==> src/rtl/instr_fetch_pkg.sv <==
// Shared types for the instruction fetch block: FSM state encoding and error causes.
package instr_fetch_pkg;

   typedef enum logic [2:0] {
      FETCH_IDLE  = 3'd0,
      FETCH_REQ   = 3'd1,
      FETCH_WAIT  = 3'd2,
      FETCH_HOLD  = 3'd3,
      FETCH_DRAIN = 3'd4
   } fetch_state_t;

   localparam logic [1:0] FETCH_ERR_NONE     = 2'd0;
   localparam logic [1:0] FETCH_ERR_MISALIGN = 2'd1;
   localparam logic [1:0] FETCH_ERR_TIMEOUT  = 2'd2;

   // Instruction words are 4-byte aligned; any low address bit set is a fault.
   function automatic logic is_misaligned(input logic [1:0] addr_lsbs);
      return addr_lsbs != 2'b00;
   endfunction

endpackage

==> src/rtl/instr_fetch_watchdog.sv <==
// Saturating wait counter: cleared while a request is being offered, counts while a
// response is outstanding, flags the cycle in which the limit is reached (or later).
module instr_fetch_watchdog #(
   parameter int TIMEOUT_CYCLES = 255
) (
   input  logic i_clk,
   input  logic i_rst,
   input  logic i_clr,
   input  logic i_en,
   output logic o_expire
);

   localparam int CW = $clog2(TIMEOUT_CYCLES + 1);
   localparam logic [CW-1:0] LIMIT = CW'(TIMEOUT_CYCLES);

   logic [CW-1:0] r_count;

   always_ff @(posedge i_clk) begin
      if (i_rst || i_clr) begin
         r_count <= '0;
      end else if (i_en && (r_count != LIMIT)) begin
         r_count <= r_count + 1'b1;
      end
   end

   // ">=" rather than "==" so a saturated count still expires a later drain.
   assign o_expire = i_en && (r_count >= (LIMIT - 1'b1));

endmodule

==> src/rtl/instr_fetch.sv <==
// Instruction fetch: issues one memory read per fetch request, holds the word for the
// decoder and pulses o_fetch_done on acceptance (drives the PC update).
module instr_fetch
   import instr_fetch_pkg::*;
#(
   parameter int DATA_WIDTH     = 32,
   parameter int ADDR_WIDTH     = 32,
   parameter int TIMEOUT_CYCLES = 255
) (
   input  logic                  i_clk,
   input  logic                  i_rst,
   input  logic [ADDR_WIDTH-1:0] i_pc_in,
   input  logic                  i_fetch_req,
   input  logic                  i_flush,
   output logic                  o_mem_req_valid,
   input  logic                  i_mem_req_ready,
   output logic [ADDR_WIDTH-1:0] o_mem_addr,
   input  logic                  i_mem_rsp_valid,
   input  logic [DATA_WIDTH-1:0] i_mem_rsp_data,
   output logic                  o_instr_valid,
   input  logic                  i_instr_ready,
   output logic [DATA_WIDTH-1:0] o_instr_out,
   output logic [ADDR_WIDTH-1:0] o_instr_pc,
   output logic                  o_fetch_done,
   output logic                  o_fetch_err,
   output logic                  o_busy,
   output logic [1:0]            o_err_cause,
   output fetch_state_t          o_state
);

   // Handshakes: a transfer happens on a cycle where valid and ready are both high;
   // valid never depends on ready, and payload is held stable while valid && !ready.
   // The memory response is valid-only: a single-cycle pulse with no back-pressure.

   fetch_state_t          r_state;
   fetch_state_t          w_state_nxt;
   logic [ADDR_WIDTH-1:0] r_addr;
   logic [DATA_WIDTH-1:0] r_instr;
   logic [ADDR_WIDTH-1:0] r_instr_pc;
   logic                  r_done;
   logic [1:0]            r_err_code;
   logic                  w_latch;
   logic                  w_capture;
   logic                  w_done_nxt;
   logic [1:0]            w_err_nxt;
   logic                  w_wd_clr;
   logic                  w_wd_en;
   logic                  w_expire;

   assign w_wd_clr = (r_state == FETCH_REQ);
   assign w_wd_en  = (r_state == FETCH_WAIT) || (r_state == FETCH_DRAIN);

   instr_fetch_watchdog #(
      .TIMEOUT_CYCLES (TIMEOUT_CYCLES)
   ) u_watchdog (
      .i_clk    (i_clk),
      .i_rst    (i_rst),
      .i_clr    (w_wd_clr),
      .i_en     (w_wd_en),
      .o_expire (w_expire)
   );

   always_ff @(posedge i_clk) begin
      if (i_rst) r_state <= FETCH_IDLE;
      else       r_state <= w_state_nxt;
   end

   always_comb begin
      w_state_nxt = r_state;
      w_latch     = 1'b0;
      w_capture   = 1'b0;
      w_done_nxt  = 1'b0;
      w_err_nxt   = FETCH_ERR_NONE;
      case (r_state)
         FETCH_IDLE: begin
            if (i_fetch_req && !i_flush) begin
               w_latch = 1'b1;
               if (is_misaligned(i_pc_in[1:0])) w_err_nxt   = FETCH_ERR_MISALIGN;
               else                             w_state_nxt = FETCH_REQ;
            end
         end
         FETCH_REQ: begin
            // An accepted request still owes a response, so a flush must drain it.
            if (i_flush)              w_state_nxt = i_mem_req_ready ? FETCH_DRAIN : FETCH_IDLE;
            else if (i_mem_req_ready) w_state_nxt = FETCH_WAIT;
         end
         FETCH_WAIT: begin
            if (i_flush) begin
               w_state_nxt = FETCH_DRAIN;
            end else if (i_mem_rsp_valid) begin
               w_capture   = 1'b1;
               w_state_nxt = FETCH_HOLD;
            end else if (w_expire) begin
               w_err_nxt   = FETCH_ERR_TIMEOUT;
               w_state_nxt = FETCH_IDLE;
            end
         end
         FETCH_HOLD: begin
            if (i_flush) begin
               w_state_nxt = FETCH_IDLE;
            end else if (i_instr_ready) begin
               w_done_nxt  = 1'b1;
               w_state_nxt = FETCH_IDLE;
            end
         end
         FETCH_DRAIN: begin
            if (i_mem_rsp_valid || w_expire) w_state_nxt = FETCH_IDLE;
         end
         default: w_state_nxt = FETCH_IDLE;
      endcase
   end

   always_ff @(posedge i_clk) begin
      if (i_rst) begin
         r_addr     <= '0;
         r_instr    <= '0;
         r_instr_pc <= '0;
         r_done     <= 1'b0;
         r_err_code <= FETCH_ERR_NONE;
      end else begin
         r_done     <= w_done_nxt;
         r_err_code <= w_err_nxt;
         if (w_latch) r_addr <= i_pc_in;
         if (w_capture) begin
            r_instr    <= i_mem_rsp_data;
            r_instr_pc <= r_addr;
         end
      end
   end

   assign o_mem_req_valid = (r_state == FETCH_REQ);
   assign o_mem_addr      = r_addr;
   assign o_instr_valid   = (r_state == FETCH_HOLD);
   assign o_instr_out     = r_instr;
   assign o_instr_pc      = r_instr_pc;
   assign o_fetch_done    = r_done;
   assign o_fetch_err     = (r_err_code != FETCH_ERR_NONE);
   assign o_err_cause     = r_err_code;
   assign o_busy          = (r_state != FETCH_IDLE);
   assign o_state         = r_state;

endmodule

==> config.mk <==
export PLATFORM = sky130hd
export DESIGN_NAME = instr_fetch
export DESIGN_NICKNAME = d
export VERILOG_FILES = /design/src/rtl/instr_fetch_pkg.sv /design/src/rtl/instr_fetch_watchdog.sv /design/src/rtl/instr_fetch.sv
export SDC_FILE = /design/constraint.sdc
export NUM_CORES = 1
export LEC_CHECK = 0
export BUFFER_PORTS_ARGS = -buffer_cell sky130_fd_sc_hd__buf_2
export CAP_MARGIN = 5
export CORE_MARGIN = 5
export CORE_UTILIZATION = 47
export DETAILED_ROUTE_END_ITERATION = 8
export PLACE_DENSITY = 0.82
export SLEW_MARGIN = 20
export SYNTH_ARGS = -nofsm -noshare
export SYNTH_HDL_FRONTEND = slang
export SYNTH_SLANG_ARGS = --single-unit
==> constraint.sdc <==
create_clock -name i_clk -period 1.8 [get_ports i_clk]
set_input_delay 0.36 -clock i_clk [delete_from_list [all_inputs] [get_ports i_clk]]
set_output_delay 0.36 -clock i_clk [all_outputs]
set_load 0.01 [all_outputs]
==> qor.csv, run 1 <==
metric;value;unit
Vias;4064;
I/O Buffers;176;
Layout area overhead;29.8;%
Sink Count;110;
pwr/cell area;912;nW/um^2
FP Rows;34;
pin count of the biggest net entering global routing;58;
area of the mapped netlist;4110;sq um
P_leak;2.31;nW
post-synthesis net count;585;
Switching Power;1.42;mW
Synth Instances;512;
Crit Path Category;reg -> reg;
flops & latches, synth;110;
Vias/cell;5.12;
Setup-failing EPs final;0;
synth unique cells;42;
diode count;0;
DR DRC count;0;
wire length per cell;14.0;microns
Clock Tree Buf Depth;2;
TNS Setup;0;ns
first-pass GRT wire length;18200;microns
Clock Tree Root;clkbuf_8;
post-synth top area share;0.536;
most common cell in the synthesized netlist;nand2_1;
post-synthesis sequential area ratio;0.536;
Final min period;1.74;ns
Die Width;104;microns
CTS clk-pin slew, worst paths;0.10;ns
relative slew slack;0.619;
crit end category;register;
Max-Cap Viols;0;
hold_buf cts;0;
top cells by count, synth;200 x nand2_1, 110 x dfxtp_1, 105 x a21oi_1;
Async SR Flop Fraction;0;
CTS tree;built;
worst hold path class;in -> reg;
status;finished, final reports clean;
Starting DRT DRC Count;184;
DP HPWL;8220;microns
Comb pwr share;0.173;
# fillers;734;
share of post-route cells with drive strength above 1;0.332;
total power;4.86;mW
drt total wl;11100;microns
CP Data Arrival Time;2.03;ns
gpl congestion;0.901;
GRT Util Overall;0.200;
Clock power frac;0.281;
Max FO, Critical Path;7;
Slew Limit Fails;0;
fmax;0.576;GHz
Sw Ratio;0.292;
final hold vios;0;
# IOs;177;
mean post-synth cell area;8.03;sq um
Ys Warns;0;
top_reg_cell synth;dfxtp_1;
Sequential Power Share;0.546;
remaining antenna violation count after routing;0;
die area;10700;sq um
Critical Path RT;2.09;ns
Max VDD drop;0.488;mV
total gr overflow;0;
vias in the first global route;3800;
Internal;3.44;mW
area leader, netlist;dfxtp_1;
Final nets;755;
synth top area cells;dfxtp_1 54%, nand2_1 18%, a21oi_1 13%;
Fin Clk Skew;0.0130;ns
launching element type of the critical path;register;
Die Ht;104;microns
clock latency on the worst-skew pair;0.36;ns
H-tree levels;3;
core area;8640;sq um
number of buffers created by CTS;9;
Worst-Margin Slew;0.572;ns
fin crit share;0.965;
number of synthesized flops with an enable pin;0;
Starting Density;0.476;
initial antenna violation count;0;
drt pass-1 iters;5;
Min Hold Slack;0.228;ns
==> registers in the layout, indices dropped and copies added, names as in the netlist <==
signal,cells
o_fetch_done,1
o_instr_pc,32
o_instr_out,32
o_state,3
o_mem_addr,32
o_err_cause,2
u_watchdog.r_count,8
==> worst max-delay path, cell delays in order (launching register included) <==
cell and delay, ns:
dfxtp_4 0.37, ha_1 0.23, a311o_1 0.44, or4_4 0.51, a21oi_2 0.13
==> area by class of cell <==
class | instances | area (sq um) | area share
Inverter | 6 | 22.5 | 0.00422
Clock buffer | 10 | 138 | 0.0258
Timing Repair Buffer | 194 | 1060 | 0.199
Tap cell | 108 | 135 | 0.0253
Sequential cell | 110 | 2210 | 0.415
Clock inverter | 5 | 42.5 | 0.00798
Multi-Input combinational cell | 361 | 1720 | 0.323
==> metal layers <==
layer | share of wire | global-route usage
met2 | 0.49 | 0.332
met5 | 0 | 0
met4 | 0.017 | 0.0619
met3 | 0.081 | 0.0628
met1 | 0.41 | 0.248
==> path summary, 6_finish.rpt <==
path | cells after the start | endpoint | slack [ns] | start
setup reg to reg | 4 | u_watchdog.r_count[5] | 0.06 | u_watchdog.r_count[0]
setup / recovery | 4 | u_watchdog.r_count[5] | 0.06 | u_watchdog.r_count[0]
hold / removal | 3 | o_instr_out[24] | 0.23 | i_mem_rsp_data[24]
hold reg to reg | 2 | o_instr_pc[12] | 0.45 | o_instr_pc[12]
==> cells by family after synthesis <==
kind of cell / after synthesis / synth area share
AOI/OAI and AO/OA: 122 / 0.158
xor gates and xnor gates: 1 / 0.00213
adders and majority gates: 2 / 0.00609
buffers and inverters: 41 / 0.0509
DFF: 110 / 0.536
muxes: 1 / 0.00244
and+or+nand+nor: 235 / 0.245
==> stage by stage <==
stage	util	worst slack (ns)	instances	instance area [sq um]
final	0.617	0.0630	794	5330
after global routing	0.617	-0.0171	794	5330
after detailed placement	0.592	-0.155	778	5120
after floorplan	-	0.137	512	4110
after global placement	0.592	-0.0408	778	5120
after CTS	0.614	0.00494	793	5300
==> cell usage in the layout, fill, tap and decap left out, types with 2 or more instances in the layout <==
| cell | count |
|---|---|
| nand2_1 | 199 |
| o21ai_0 | 6 |
| buf_12 | 3 |
| ha_1 | 2 |
| clkbuf_8 | 10 |
| buf_4 | 15 |
| dfxtp_1 | 106 |
| or2_2 | 3 |
| o31ai_1 | 3 |
| dfxtp_4 | 2 |
| nand3_1 | 2 |
| nor3_1 | 3 |
| dfxtp_2 | 2 |
| buf_2 | 175 |
| clkinvlp_4 | 3 |
| nor4b_1 | 3 |
| nor2_1 | 2 |
| a211oi_1 | 2 |
| inv_1 | 5 |
| or3_2 | 2 |
| a21oi_1 | 104 |
| nand4_1 | 2 |
| or4_1 | 2 |
==> power by group through the flow <==
stage | Sequential [mW] | Combinational [mW] | Clock, mW
after floorplan | 2.70 | 0.468 | 0
after global routing | 2.67 | 0.928 | 1.51
after detailed placement | 2.69 | 0.823 | 0
final | 2.65 | 0.843 | 1.37
after CTS | 2.65 | 0.837 | 1.42
after global placement | 2.69 | 0.798 | 0
==> repair_timing <==
action	CTS	global route
resized for setup	2	9
endpoints found under the setup margin	2	6
pin swaps	0	3
buffers inserted	0	1
Power figures use the tool's default switching activity.
==> run 2, diff against run 1 <==
--- a/config.mk
+++ b/config.mk
@@ -10,7 +10,9 @@
 export CORE_MARGIN = 5
 export CORE_UTILIZATION = 47
 export DETAILED_ROUTE_END_ITERATION = 8
-export PLACE_DENSITY = 0.82
+export PLACE_DENSITY = 0.79
+export REMOVE_ABC_BUFFERS = 1
+export SKIP_LAST_GASP = 1
 export SLEW_MARGIN = 20
 export SYNTH_ARGS = -nofsm -noshare
 export SYNTH_HDL_FRONTEND = slang
==> qor.csv, run 2 (synthesis results as in run 1) <==
metric;value;unit;change
launching element type of the critical path;register;;unchanged
Min Hold Slack;0.226;ns;was 0.228 ns
Setup-failing EPs final;0;;unchanged
pre-CTS WS;-0.0758;ns;was -0.155 ns
Vias/cell;5.01;;was 5.12
Reg-to-Reg Start;u_watchdog.r_count[4];;was u_watchdog.r_count[0]
Clock Tree Buf Depth;2;;unchanged
Sink Count;110;;unchanged
gpl congestion;0.851;;was 0.901
Switching Power;1.42;mW;about the same
Sequential Power Share;0.547;;was 0.546
I/O Buffers;176;;unchanged
fin crit share;0.935;;was 0.965
number of buffers created by CTS;9;;unchanged
Crit Path Category;reg -> reg;;unchanged
fmax;0.594;GHz;was 0.576 GHz
Vias;3971;;was 4064
total gr overflow;0;;unchanged
H-tree levels;3;;unchanged
Post-Place Cells;776;;was 778
drt total wl;10800;microns;was 11100 microns
DR DRC count;0;;unchanged
Comb pwr share;0.170;;was 0.173
status;finished, final reports clean;;unchanged
die area;10700;sq um;unchanged
Clock Tree Root;clkbuf_8;;unchanged
Critical Path RT;2.09;ns;about the same
hold_sp;i_pc_in[3];;was i_mem_rsp_data[24]
diode count;0;;unchanged
Placed Area;5110;sq um;was 5120 sq um
core area;8640;sq um;unchanged
hold_buf cts;0;;unchanged
Slew Limit Fails;0;;unchanged
CTS tree;built;;unchanged
Final min period;1.68;ns;was 1.74 ns
Reg-to-Reg End;u_watchdog.r_count[5];;unchanged
most frequent cells in the layout;199 x nand2_1, 175 x buf_2, 107 x dfxtp_1;;was 199 x nand2_1, 175 x buf_2, 106 x dfxtp_1
# IOs;177;;unchanged
Final nets;752;;was 755
multi-input logic area;1710;sq um;was 1720 sq um
FP Rows;34;;unchanged
Setup WS post-layout;0.118;ns;was 0.0630 ns
worst hold path class;in -> reg;;unchanged
share of post-route cells with drive strength above 1;0.325;;was 0.332
drt pass-1 iters;5;;unchanged
Starting Density;0.476;;unchanged
leading cell type in the layout, fill and taps excluded;nand2_1;;unchanged
wire length per cell;13.7;microns;was 14.0 microns
reg-to-reg slack, setup;0.12;ns;was 0.06 ns
first-pass GRT wire length;17900;microns;was 18200 microns
Max FO, Critical Path;7;;unchanged
CTS clk-pin slew, worst paths;0.11;ns;was 0.10 ns
Die Ht;104;microns;unchanged
P_leak;2.30;nW;was 2.31 nW
Internal;3.41;mW;was 3.44 mW
Starting DRT DRC Count;132;;was 184
Max VDD drop;0.558;mV;was 0.488 mV
Clock power frac;0.283;;was 0.281
Post-Layout Cell Count;792;;was 794
initial antenna violation count;0;;unchanged
RSZ-0062 raised after global routing;no;;
Fin Clk Skew;0.00966;ns;was 0.0130 ns
cell area after layout;5310;sq um;was 5330 sq um
# fillers;794;;was 734
clock latency on the worst-skew pair;0.35;ns;was 0.36 ns
pin count of the biggest net entering global routing;43;;was 58
Worst-Margin Slew;0.507;ns;was 0.572 ns
Worst Reg-to-Reg Cells;4;;unchanged
postcts setup bufs;0;;unchanged
final hold vios;0;;unchanged
FF+latch area;2210;sq um;about the same
Sw Ratio;0.295;;was 0.292
crit end category;register;;unchanged
pwr/cell area;911;nW/um^2;was 912 nW/um^2
Max-Cap Viols;0;;unchanged
Die Width;104;microns;unchanged
vias in the first global route;3827;;was 3800
DP HPWL;7890;microns;was 8220 microns
GRT Util Overall;0.197;;was 0.200
remaining antenna violation count after routing;0;;unchanged
Layout area overhead;29.1;%;was 29.8%
Worst Hold Endpoint;o_mem_addr[3];;was o_instr_out[24]
Layout Utilization;0.614;;was 0.617
CP Data Arrival Time;1.97;ns;was 2.03 ns
relative slew slack;0.659;;was 0.619
worst hold stages;3;;unchanged
run 2: per-layer routing:
layer	GRT usage	up-vias	wire (microns)
met5	0	-	0
met4	0.0403	0	68
met3	0.0784	6	950
met2	0.332	147	5180
met1	0.237	1796	4620
li1	-	2022	-
run 2: how the worst max path moves through the flow:
stage	startpoint	end	slack, ns	depth (start not counted)
3_5_place_dp	i_pc_in[0]	o_state[1]	-0.08	5
3_3_place_gp	i_pc_in[0]	o_state[1]	-0.04	5
4_1_cts	o_state[2]	o_mem_req_valid	0.04	3
5_1_grt	u_watchdog.r_count[5]	u_watchdog.r_count[5]	0.006	4
2_1_floorplan	o_state[1]	o_state[1]	-0.72	4
6_report	u_watchdog.r_count[4]	u_watchdog.r_count[5]	0.12	4
run 2: power groups by stage:
| stage | combinational (mW) | sequential [mW] | clock, mW |
|---|---|---|---|
| 2_1_floorplan | 0.369 | 2.73 | 0 |
| 3_3_place_gp | 0.801 | 2.69 | 0 |
| 3_5_place_dp | 0.819 | 2.69 | 0 |
| 4_1_cts | 0.823 | 2.64 | 1.42 |
| 5_1_grt | 0.914 | 2.66 | 1.52 |
| 6_report | 0.822 | 2.64 | 1.37 |
run 2: cell type report:
class,instances,area share
multi-input combinational,361,0.323
tap,108,0.0255
clock inverter,6,0.0106
timing repair buffer,191,0.197
sequential,110,0.416
inverter,6,0.00424
clock buffer,10,0.0241
run 2: timing repair:
item,CTS,global route
gates cloned,0,0
endpoints found under the setup margin,1,3
endpoints found under the hold margin,0,0
gates resized for setup,1,3
run 2: critical path, stage by stage, from the launching register on:
cell and delay, ns:
dfxtp_1 0.36, and4_4 0.21, a311o_1 0.43, or4_1 0.49, a21oi_1 0.14
run 2: metrics by stage:
| stage | power (mW) | TNS (ns) |
|---|---|---|
| after floorplan | 3.10 | -48.70 |
| after global routing | 5.10 | 0 |
| after detailed placement | 3.51 | -0.105 |
| after global placement | 3.49 | -0.0618 |
| final | 4.83 | 0 |
| after CTS | 4.88 | 0 |
